### src/rtl/csa_reduce_pipe.sv
// Pipelined multi-operand adder: 4:2 compressor levels, register per level, optional registered CPA.
// Latency S = levels (+1 with CPA); valid/ready with bubble collapsing, stalled stages hold data and tag.
module csa_reduce_pipe #(
  parameter  int WIDTH   = 32,
  parameter  int NUM_OPS = 8,
  parameter  int OUT_CS  = 0,
  parameter  int TAG_W   = 4,
  localparam int OW      = WIDTH + $clog2(NUM_OPS)
) (
  input  logic                     clk,
  input  logic                     rst_n,
  input  logic                     flush,
  input  logic                     in_valid,
  output logic                     in_ready,
  input  logic                     in_signed,
  input  logic [NUM_OPS*WIDTH-1:0] in_ops,
  input  logic [TAG_W-1:0]         in_tag,
  output logic                     out_valid,
  input  logic                     out_ready,
  output logic [OW-1:0]            out_sum,
  output logic [OW-1:0]            out_carry,
  output logic [TAG_W-1:0]         out_tag
);

  localparam int L = $clog2(NUM_OPS) - 1;
  localparam int S = L + ((OUT_CS != 0) ? 0 : 1);

  if (NUM_OPS != 4 && NUM_OPS != 8 && NUM_OPS != 16) begin : g_bad_ops
    $fatal(1, "csa_reduce_pipe: NUM_OPS must be 4, 8 or 16");
  end
  if (WIDTH < 4) begin : g_bad_width
    $fatal(1, "csa_reduce_pipe: WIDTH must be at least 4");
  end
  if (OUT_CS != 0 && OUT_CS != 1) begin : g_bad_outcs
    $fatal(1, "csa_reduce_pipe: OUT_CS must be 0 or 1");
  end

  logic [S-1:0]     v;
  logic [S-1:0]     rdy;
  logic [S-1:0]     vin;
  logic             in_fire;
  logic [TAG_W-1:0] tag_q [S];
  logic [TAG_W-1:0] tin   [S];

  // A stage is ready when any stage from it to the output holds a bubble, or the consumer takes data.
  always_comb begin
    logic all_v;
    rdy = '0;
    for (int s = 0; s < S; s++) begin
      all_v = 1'b1;
      for (int t = s; t < S; t++) begin
        all_v = all_v & v[t];
      end
      rdy[s] = out_ready | ~all_v;
    end
  end

  assign in_ready = rdy[0];
  assign in_fire  = in_valid & rdy[0];

  always_comb begin
    vin    = '0;
    vin[0] = in_fire;
    tin[0] = in_tag;
    for (int s = 1; s < S; s++) begin
      vin[s] = v[s-1];
      tin[s] = tag_q[s-1];
    end
  end

  always_ff @(posedge clk or negedge rst_n) begin
    if (!rst_n) begin
      v <= '0;
      for (int s = 0; s < S; s++) begin
        tag_q[s] <= '0;
      end
    end else begin
      for (int s = 0; s < S; s++) begin
        if (flush) begin
          v[s] <= 1'b0;
        end else if (rdy[s]) begin
          v[s] <= vin[s];
        end
        if (rdy[s]) begin
          tag_q[s] <= tin[s];
        end
      end
    end
  end

  for (genvar g = 0; g < L; g++) begin : g_lvl
    localparam int NI = NUM_OPS >> g;
    localparam int NO = NI / 2;

    logic [OW-1:0] din [NI];
    logic [OW-1:0] nxt [NO];
    logic [OW-1:0] q   [NO];

    if (g == 0) begin : g_ext
      always_comb begin
        for (int k = 0; k < NI; k++) begin
          din[k] = {{(OW-WIDTH){in_signed & in_ops[k*WIDTH+WIDTH-1]}}, in_ops[k*WIDTH +: WIDTH]};
        end
      end
    end else begin : g_chain
      always_comb begin
        for (int k = 0; k < NI; k++) begin
          din[k] = g_lvl[g-1].q[k];
        end
      end
    end

    // Row of 4:2 cells; cout of bit i feeds cin of bit i+1, top cout and top carry drop out (mod 2^OW).
    always_comb begin
      logic [OW-1:0] s1, co, ci, cy;
      s1 = '0;
      co = '0;
      ci = '0;
      cy = '0;
      for (int j = 0; j < NI / 4; j++) begin
        s1 = din[4*j] ^ din[4*j+1] ^ din[4*j+2];
        co = (din[4*j] & din[4*j+1]) | (din[4*j] & din[4*j+2]) | (din[4*j+1] & din[4*j+2]);
        ci = co << 1;
        cy = (s1 & din[4*j+3]) | (s1 & ci) | (din[4*j+3] & ci);
        nxt[2*j]   = s1 ^ din[4*j+3] ^ ci;
        nxt[2*j+1] = cy << 1;
      end
    end

    always_ff @(posedge clk or negedge rst_n) begin
      if (!rst_n) begin
        for (int k = 0; k < NO; k++) begin
          q[k] <= '0;
        end
      end else if (rdy[g]) begin
        for (int k = 0; k < NO; k++) begin
          q[k] <= nxt[k];
        end
      end
    end
  end

  if (OUT_CS == 0) begin : g_cpa
    logic [OW-1:0] sum_q;
    always_ff @(posedge clk or negedge rst_n) begin
      if (!rst_n) begin
        sum_q <= '0;
      end else if (rdy[L]) begin
        sum_q <= g_lvl[L-1].q[0] + g_lvl[L-1].q[1];
      end
    end
    assign out_sum   = sum_q;
    assign out_carry = '0;
  end else begin : g_cs
    assign out_sum   = g_lvl[L-1].q[0];
    assign out_carry = g_lvl[L-1].q[1];
  end

  assign out_valid = v[S-1];
  assign out_tag   = tag_q[S-1];

endmodule

### config.mk
export PLATFORM = sky130hd
export DESIGN_NAME = csa_reduce_pipe
export DESIGN_NICKNAME = d
export VERILOG_FILES = /design/src/rtl/csa_reduce_pipe.sv
export SDC_FILE = /design/constraint.sdc
export NUM_CORES = 1
export LEC_CHECK = 0
export CAP_MARGIN = 20
export CORE_AREA = 3 3 222 224
export DETAILED_ROUTE_END_ITERATION = 16
export DIE_AREA = 0 0 225 227
export SKIP_LAST_GASP = 1
export SYNTH_ARGS = -nofsm -noshare
export SYNTH_HDL_FRONTEND = slang
export SYNTH_SLANG_ARGS = --single-unit
### constraint.sdc
create_clock -name clk -period 2.6 [get_ports clk]
set_input_delay 0.39 -clock clk [delete_from_list [all_inputs] [get_ports clk]]
set_output_delay 0.39 -clock clk [all_outputs]
set_load 0.02 [all_outputs]
==> qor.yml, run 1 <==
synth_warnings: 0
path_delay_family: "compound AO/OA/AOI/OAI gates"
drv_slew: 0
final_cell_mix: "clkdlybuf4s50_1, nand2_1, dfrtp_1, fa_1, mux2_2"
p_per_area_nw_per_um2: 1050
setup_tns_ns: 0
critPathLaunchType: "flip-flop"
rsz0062_at_grt: "yes"
grt_pass1_vias: 11145
skew_ns: 0.0102
drcViolationCount: 0
critPathKind: "reg2reg"
rows: 80
setup_violations: 0
core_sq_um: 47500
ys_ff_latch: 254
yosysSeqAreaShare: 0.408
finalCoreUtilization: 0.432
insertion_delay_ns: 0.57
nets: 2087
timing.max_slew.rel_slack: 0.492
cts.sinks: 254
chipHeight_um: 227
synth_top_family_by_area: "adder cells"
total_leakage_power_nw: 8.73
boundaryPins: 342
antenna_left: 0
wirelength_um: 37200
die_area_sq_um: 51100
fmax_ghz: 0.392
drive_above_1_share: 0.154
post-route-period-util: 0.982
synth_compound_area_frac: 0.0586
cts_tree: "built"
synth-xor-area-share: 0.0135
async_flop_share: 1.00
critPathBufInv: 1
yosys.area_share.simple: 0.0986
power_w: 0.0215
cp.arrival_ns: 2.98
fin_cells: 2226
gp_congestion: 0.856
hp-class: "in2reg"
vias: 10281
grt_usage: 0.144
grt_overflow: 0
synthCells: 1270
grt_pass1_wl_um: 58700
grt_start_max_net_pins: 86
synth_fa_ha_area_frac: 0.284
cp.required_ns: 3.03
status: "finished clean"
path_max_fanout: 5
path_clk_slew_ns: 0.06
drt-pass1-iter-count: 5
area_delta_synth_final_pct: 32.1
dieWidth_um: 225
cts_buffer_depth: 3
cp_cell_sequence: "ha_1 -> a21o_1 -> a31o_2 -> o2111ai_2 -> a2111oi_2 -> buf_4 -> o31ai_2 -> xor2_1 -> a21oi_1"
antenna_found_initial: 1
portBuffers: 306
drt_iter0_markers: 405
yosysUniqueCellTypes: 56
slowest_delay_ns: 0.39
dp_cells: 2168
syn_area_sq_um: 15600
worstMarginPinSlew_ns: 0.763
hold_violations: 0
maxCapViolations: 0
place.detailed.hpwl_um: 29700
via_per_inst: 4.62
cts_made_buffers: 30
h-tree-depth: 1
final_common_cell: "clkdlybuf4s50_1"
drt-wirelength-per-cell_um: 16.7
peakVddDrop_mv: 0.632
postSynthAreaPerCell_sq_um: 12.3
cp_slowest_cell: "dfrtp_1"
synth_edf_count: 0
initial_core_util: 0.327
synth_mux_area_frac: 0.103
hold_slack_ns: 0.407
crit_path_end_kind: "flip-flop"
final.min_clock_period_ns: 2.55
cts-root-buf: "clkbuf_16"
synthFlopType: "dfrtp_1"
[Yosys cell counts (all sizes together) (3+ instances only)]
cell / number / share of area
and3: 4 / 0.0016
inv: 13 / 0.0031
buf: 53 / 0.023
o21ai: 32 / 0.010
a21o: 9 / 0.0043
o21bai: 6 / 0.0029
nand2: 274 / 0.066
xor2: 16 / 0.0090
o211ai: 4 / 0.0019
xnor2: 8 / 0.0045
fa: 199 / 0.26
a2111oi: 3 / 0.0029
nor3: 9 / 0.0029
and2: 11 / 0.0044
a31oi: 3 / 0.0012
o21a: 5 / 0.0024
a21oi: 52 / 0.017
nand2b: 4 / 0.0016
o31ai: 4 / 0.0023
clkbuf: 33 / 0.0080
a211oi: 7 / 0.0034
mux2: 140 / 0.10
nand3: 9 / 0.0029
dfrtp: 254 / 0.41
nand4: 4 / 0.0016
nor2b: 3 / 0.0012
ha: 35 / 0.028
nor2: 44 / 0.011
nor4: 4 / 0.0016
[power by group]
group	internal (W)	total, W	switching (W)	leakage (nW)
combinational	0.00487	0.0107	0.00580	5.23
sequential	0.00537	0.00624	0.000877	2.97
clock	0.00288	0.00458	0.00170	0.525
[worst min-delay path: stages]
cell and delay, ns:
clkdlybuf4s50_1 0.40, inv_1 0.08, a21oi_1 0.06
[final cells by class]
type,instances,area [sq um]
fill,4436,27000
multi-input combinational,951,8920
clock inverter,15,233
antenna,1,2.50
sequential,254,6360
inverter,13,48.8
tap,615,769
clock buffer,40,850
timing repair buffer,337,3380
[cell families (layout without fill, tap and decap cells)]
kind of cell / count (synthesis) / count (layout)
AND/OR/NAND/NOR: 374 / 374
flip-flops: 254 / 254
adder cells (fa/ha/maj): 234 / 234
AO/OA/AOI/OAI: 142 / 142
multiplexers: 142 / 142
buffers and inverters: 99 / 405
XOR/XNOR: 24 / 24
other: 1 / 36
[routing by layer]
layer | track usage | vias to the layer above | part of all wire
met5 | 0 | - | 0
met4 | 0.0377 | 0 | 0.027
met3 | 0.0240 | 51 | 0.050
met2 | 0.255 | 255 | 0.52
met1 | 0.186 | 5188 | 0.41
li1 | - | 4787 | -
[repair_timing]
action	CTS	global route
setup buffers	0	1
resized for setup	6	16
pin swaps	0	6
hold buffers	1	0
cloned	0	0
endpoints found under the hold margin	79	0
endpoints found under the setup margin	7	15
[path summary, 6_finish.rpt]
path	startpoint	to	slack, ns	cells after the start
worst max-delay path	g_lvl[1].q[6]$_DFFE_PN0P_	out_sum[29]$_DFFE_PN0P_	0.05	9
worst min-delay path	in_valid	v[0]$_DFFE_PN0P_	0.41	3
worst max register to register	g_lvl[1].q[6]$_DFFE_PN0P_	out_sum[29]$_DFFE_PN0P_	0.05	9
worst min register to register	out_tag[3]$_DFFE_PN0P_	out_tag[3]$_DFFE_PN0P_	0.46	2
max in group asynchronous	rst_n	g_lvl[0].q[52]$_DFFE_PN0P_	1.35	3
min in group asynchronous	rst_n	g_lvl[0].q[114]$_DFFE_PN0P_	0.44	2
[registers in the layout, summed over array words and instances (netlist names)]
register / flops
out_tag: 4
out_sum: 35
v: 3
tag_q: 8
g_lvl.q: 204
[through the flow]
stage,setup slack [ns],cell area [sq um]
finish,0.0474,20600
global route,-0.0546,20600
CTS,-0.00828,20500
detailed placement,-0.149,19400
global placement,-0.0877,19400
floorplan,0.0383,15700
Power figures use the tool's default switching activity.
==> run 2: changes to the inputs <==
--- a/config.mk
+++ b/config.mk
@@ -7,6 +7,7 @@
 export LEC_CHECK = 0
 export CAP_MARGIN = 20
 export CORE_AREA = 3 3 222 224
+export CTS_CLUSTER_SIZE = 40
 export DETAILED_ROUTE_END_ITERATION = 16
 export DIE_AREA = 0 0 225 227
 export SKIP_LAST_GASP = 1
==> run 2 against run 1 <==
- clock skew shrank 0.00064 ns
- worst hold slack barely moved
- global-route usage unchanged
- via count about the same
- combinational power about the same
- total power about the same
- critical endpoint unchanged
==> qor.yml, run 2 (synthesized netlist as in run 1, its figures left out) <==
status: "finished clean"
cts_buffer_depth: 3
nets: 2087
final.min_clock_period_ns: 2.57
cp.required_ns: 3.03
grt_pass1_wl_um: 58700
cts_tree: "built"
peakVddDrop_mv: 0.632
final_cell_mix: "clkdlybuf4s50_1, nand2_1, dfrtp_1, fa_1, mux2_2"
drt_iter0_markers: 409
drt-met1-wl_um: 15100
total_leakage_power_nw: 8.73
hold_violations: 0
hp-start: "in_valid"
timing.max_slew.rel_slack: 0.491
drv_slew: 0
drt-wirelength-per-cell_um: 16.7
largest-register: "g_lvl.q"
setup_violations: 0
rows: 80
rrSetupSlack_ns: 0.03
fmax_ghz: 0.389
cts_made_buffers: 30
r2r_cells: 9
vias: 10288
dr_wl_met3_um: 1890
place.detailed.hpwl_um: 29700
antenna_found_initial: 1
via_per_inst: 4.62
cts.sinks: 254
dr_wl_met2_um: 19200
insertion_delay_ns: 0.57
final_common_cell: "clkdlybuf4s50_1"
gp_congestion: 0.856
wirelength_um: 37200
hp-class: "in2reg"
crit_path_end_kind: "flip-flop"
critPathLaunchType: "flip-flop"
drcViolationCount: 0
path_clk_slew_ns: 0.06
die_area_sq_um: 51100
r2r_start: "g_lvl[1].q[6]$_DFFE_PN0P_"
dp_slack_ns: -0.149
r2r_end: "out_sum[29]$_DFFE_PN0P_"
cts-root-buf: "clkbuf_16"
path_max_fanout: 5
drive_above_1_share: 0.154
skew_ns: 0.00956
antenna_left: 0
boundaryPins: 342
endpoint: "out_sum[29]$_DFFE_PN0P_"
drt-pass1-iter-count: 5
critPathKind: "reg2reg"
setup_slack_ns: 0.0271
setup_tns_ns: 0
cp.arrival_ns: 3.00
area_delta_synth_final_pct: 32.1
top_layer_used: "met4"
grt_overflow: 0
core_sq_um: 47500
worstMarginPinSlew_ns: 0.763
power_w: 0.0215
grt_usage: 0.144
grt_start_max_net_pins: 86
rsz0062_at_grt: "yes"
crit_path_start: "g_lvl[1].q[6]$_DFFE_PN0P_"
h-tree-depth: 1
grt_pass1_vias: 11145
portBuffers: 306
initial_core_util: 0.327
post-route-period-util: 0.990
maxCapViolations: 0
dieWidth_um: 225
largest_reg_flops: 204
p_per_area_nw_per_um2: 1050
chipHeight_um: 227
run 2: cell counts in the layout (fill, tap and decap cells not counted):
No cell type changed its count.
run 2: stage by stage:
step,cells,utilization,hold WS [ns],instance area (sq um)
final,2226,0.432,0.407,20600
after global routing,2226,0.432,0.406,20600
after CTS,2224,0.431,0.387,20500
after detailed placement,2168,0.407,0.452,19400
after global placement,2168,0.407,0.450,19400
after floorplan,1304,-,0.0944,15700
run 2: where the power goes:
part           switching [W]  total (W)  internal [W]
logic                0.00580     0.0107       0.00487
registers           0.000878    0.00624       0.00537
clock network        0.00170    0.00458       0.00288
total                0.00838     0.0215        0.0131
run 2: worst min-delay path by stage:
stage | to | cells after the start
2_1_floorplan | g_lvl[0].q[100]$_DFFE_PN0P_ | 0
3_5_place_dp | g_lvl[0].q[43]$_DFFE_PN0P_ | 1
3_3_place_gp | g_lvl[0].q[79]$_DFFE_PN0P_ | 1
4_1_cts | v[0]$_DFFE_PN0P_ | 3
6_report | v[0]$_DFFE_PN0P_ | 3
5_1_grt | v[0]$_DFFE_PN0P_ | 3
run 2: metal layers:
layer  vias up  GRT usage
met5         -          0
met4         0     0.0377
met3        51     0.0240
met2       263      0.255
met1      5187      0.186
li1       4787          -
run 2: timing repair:
| item | in CTS | in global routing |
|---|---|---|
| gates resized for setup | 6 | 16 |
| hold buffers | 1 | 0 |
| buffers inserted | 0 | 1 |
| setup endpoints to repair | 7 | 15 |
| pin swaps | 0 | 6 |
| endpoints found under the hold margin | 79 | 0 |
run 2: worst max-delay path, stage by stage (launching register included):
cell and delay (ns):
dfrtp_1 0.39, ha_1 0.38, a21o_1 0.23, a31o_2 0.25
o2111ai_2 0.31, a2111oi_2 0.13, buf_4 0.17, o31ai_2 0.30
xor2_1 0.20, a21oi_1 0.08
run 2: final cells by class:
type	instances	area, sq um
clock inverters	15	233
repair buffers	337	3380
multi-input cells	951	8920
diodes	1	2.50
fillers	4436	27000
inverters	13	48.8
well taps	615	769
clock buffers	40	850
flip-flops and latches	254	6360
==> run 3: changes to the inputs <==
--- a/config.mk
+++ b/config.mk
@@ -7,9 +7,11 @@
 export LEC_CHECK = 0
 export CAP_MARGIN = 20
 export CORE_AREA = 3 3 222 224
+export CTS_CLUSTER_DIAMETER = 50
 export CTS_CLUSTER_SIZE = 40
 export DETAILED_ROUTE_END_ITERATION = 16
 export DIE_AREA = 0 0 225 227
+export MAX_ROUTING_LAYER = met4
 export SKIP_LAST_GASP = 1
 export SYNTH_ARGS = -nofsm -noshare
 export SYNTH_HDL_FRONTEND = slang
==> run 3 against run 2 <==
- core utilization grew 0.14 points
- largest cell class unchanged
- setup slack improved by 0.054 ns
- non-clock buffer count is 3 lower
- critical endpoint is now out_sum[28]$_DFFE_PN0P_
==> qor.yml, run 3 (synthesized netlist as in run 1, its figures left out) <==
status: "finished clean"
drt-pass1-iter-count: 5
die_area_sq_um: 51100
post-route-period-util: 0.969
setup_violations: 0
diodes: 0
gr-max-usage-layer: "met2"
p_seq_frac: 0.287
antenna_left: 0
dp_cells: 2165
cts_tree: "built"
antenna_found_initial: 0
cts_made_buffers: 36
chipHeight_um: 227
maxCapViolations: 0
critPathLaunchType: "flip-flop"
skew_ns: 0.0255
switching_share: 0.402
switchingPower_w: 0.00873
hp-class: "in2async"
path_clk_slew_ns: 0.06
final.min_clock_period_ns: 2.52
drcViolationCount: 0
pwr-share-comb: 0.495
grt_start_max_net_pins: 74
final_common_cell: "clkdlybuf4s50_1"
met1_usage: 0.184
portBuffers: 306
grt_overflow: 0
core_sq_um: 47500
setup_tns_ns: 0
p_per_area_nw_per_um2: 1050
dieWidth_um: 225
area_delta_synth_final_pct: 32.5
largest_reg_flops: 204
drt-wirelength-per-cell_um: 16.8
path_max_fanout: 4
fin_cells: 2232
cp.arrival_ns: 2.94
fmax_ghz: 0.397
rows: 80
wirelength_um: 37400
boundaryPins: 342
place.detailed.hpwl_um: 29700
timing.max_slew.rel_slack: 0.488
cts-root-buf: "clkbuf_16"
grt_pass1_vias: 11446
grt_pass1_wl_um: 59600
rsz0062_at_grt: "yes"
critPathKind: "reg2reg"
rrSetupSlack_ns: 0.08
vias: 10446
insertion_delay_ns: 0.54
crit_path_end_kind: "flip-flop"
cp.required_ns: 3.02
peakVddDrop_mv: 0.487
drive_above_1_share: 0.157
cts_buffer_depth: 3
initial_core_util: 0.327
nets: 2090
via_per_inst: 4.68
total_leakage_power_nw: 8.76
grt_usage: 0.152
finalCoreUtilization: 0.434
clock_power_share: 0.218
use_met3: 0.0291
h-tree-depth: 2
p_int_w: 0.0130
drt_iter0_markers: 429
cts.sinks: 254
gr-usage-met2: 0.258
largest-register: "g_lvl.q"
drv_slew: 0
worstMarginPinSlew_ns: 0.768
final_cell_mix: "clkdlybuf4s50_1, nand2_1, dfrtp_1, fa_1, mux2_2"
hold_violations: 0
gp_congestion: 0.885
## run 3: final cells by class
cell class / instances / area (sq um)
Sequential cell: 254 / 6360
Clock inverter: 25 / 246
Fill cell: 4462 / 26900
Tap cell: 615 / 769
Multi-Input combinational cell: 951 / 8930
Timing Repair Buffer: 334 / 3360
Inverter: 13 / 48.8
Clock buffer: 40 / 916
## run 3: power groups by stage
stage / logic (W) / registers [W] / clock network (W)
5_1_grt: 0.0121 / 0.00644 / 0.00508
3_5_place_dp: 0.0106 / 0.00631 / 0
3_3_place_gp: 0.0105 / 0.00625 / 0
2_1_floorplan: 0.00659 / 0.00643 / 0
4_1_cts: 0.0108 / 0.00626 / 0.00490
6_report: 0.0108 / 0.00624 / 0.00474
## run 3: final timing paths
path,start,to,cells past startpoint
worst max-delay path,g_lvl[1].q[2]$_DFFE_PN0P_,out_sum[28]$_DFFE_PN0P_,10
worst min-delay path,rst_n,g_lvl[0].q[43]$_DFFE_PN0P_,2
worst max register to register,g_lvl[1].q[2]$_DFFE_PN0P_,out_sum[28]$_DFFE_PN0P_,10
worst min register to register,out_tag[1]$_DFFE_PN0P_,out_tag[1]$_DFFE_PN0P_,2
max in group asynchronous,rst_n,g_lvl[0].q[135]$_DFFE_PN0P_,3
min in group clk,in_valid,v[0]$_DFFE_PN0P_,3
## run 3: metal layers
| layer | wire [um] | vias to the layer above |
|---|---|---|
| met5 | 0 | - |
| met4 | 977 | 0 |
| met3 | 2110 | 60 |
| met2 | 19100 | 260 |
| met1 | 15200 | 5298 |
| li1 | - | 4828 |
## run 3: what timing repair did
item,CTS,global route
resized for setup,8,16
hold buffers,1,0
hold endpoints to repair,65,0
buffers inserted,0,1
pin swaps,0,5
endpoints found under the setup margin,10,17
## run 3: critical path: stages (launching register included)
cell and delay, ns:
dfrtp_1 0.36, ha_2 0.21, fa_2 0.22, a21o_1 0.15
a221oi_2 0.08, a211o_4 0.37, a2111oi_4 0.46, o2111ai_2 0.16
buf_4 0.17, mux2i_1 0.15, nand2_1 0.07
## run 3: per-stage QoR
| step | worst slack (ns) | hold slack (ns) | instance area (sq um) | total power [W] |
|---|---|---|---|---|
| after global routing | -0.0529 | 0.427 | 20600 | 0.0236 |
| after floorplan | 0.0383 | 0.0944 | 15700 | 0.0130 |
| after CTS | -0.0104 | 0.401 | 20600 | 0.0219 |
| after detailed placement | -0.166 | 0.398 | 19300 | 0.0169 |
| final | 0.0816 | 0.391 | 20600 | 0.0217 |
| after global placement | -0.0885 | 0.387 | 19300 | 0.0168 |
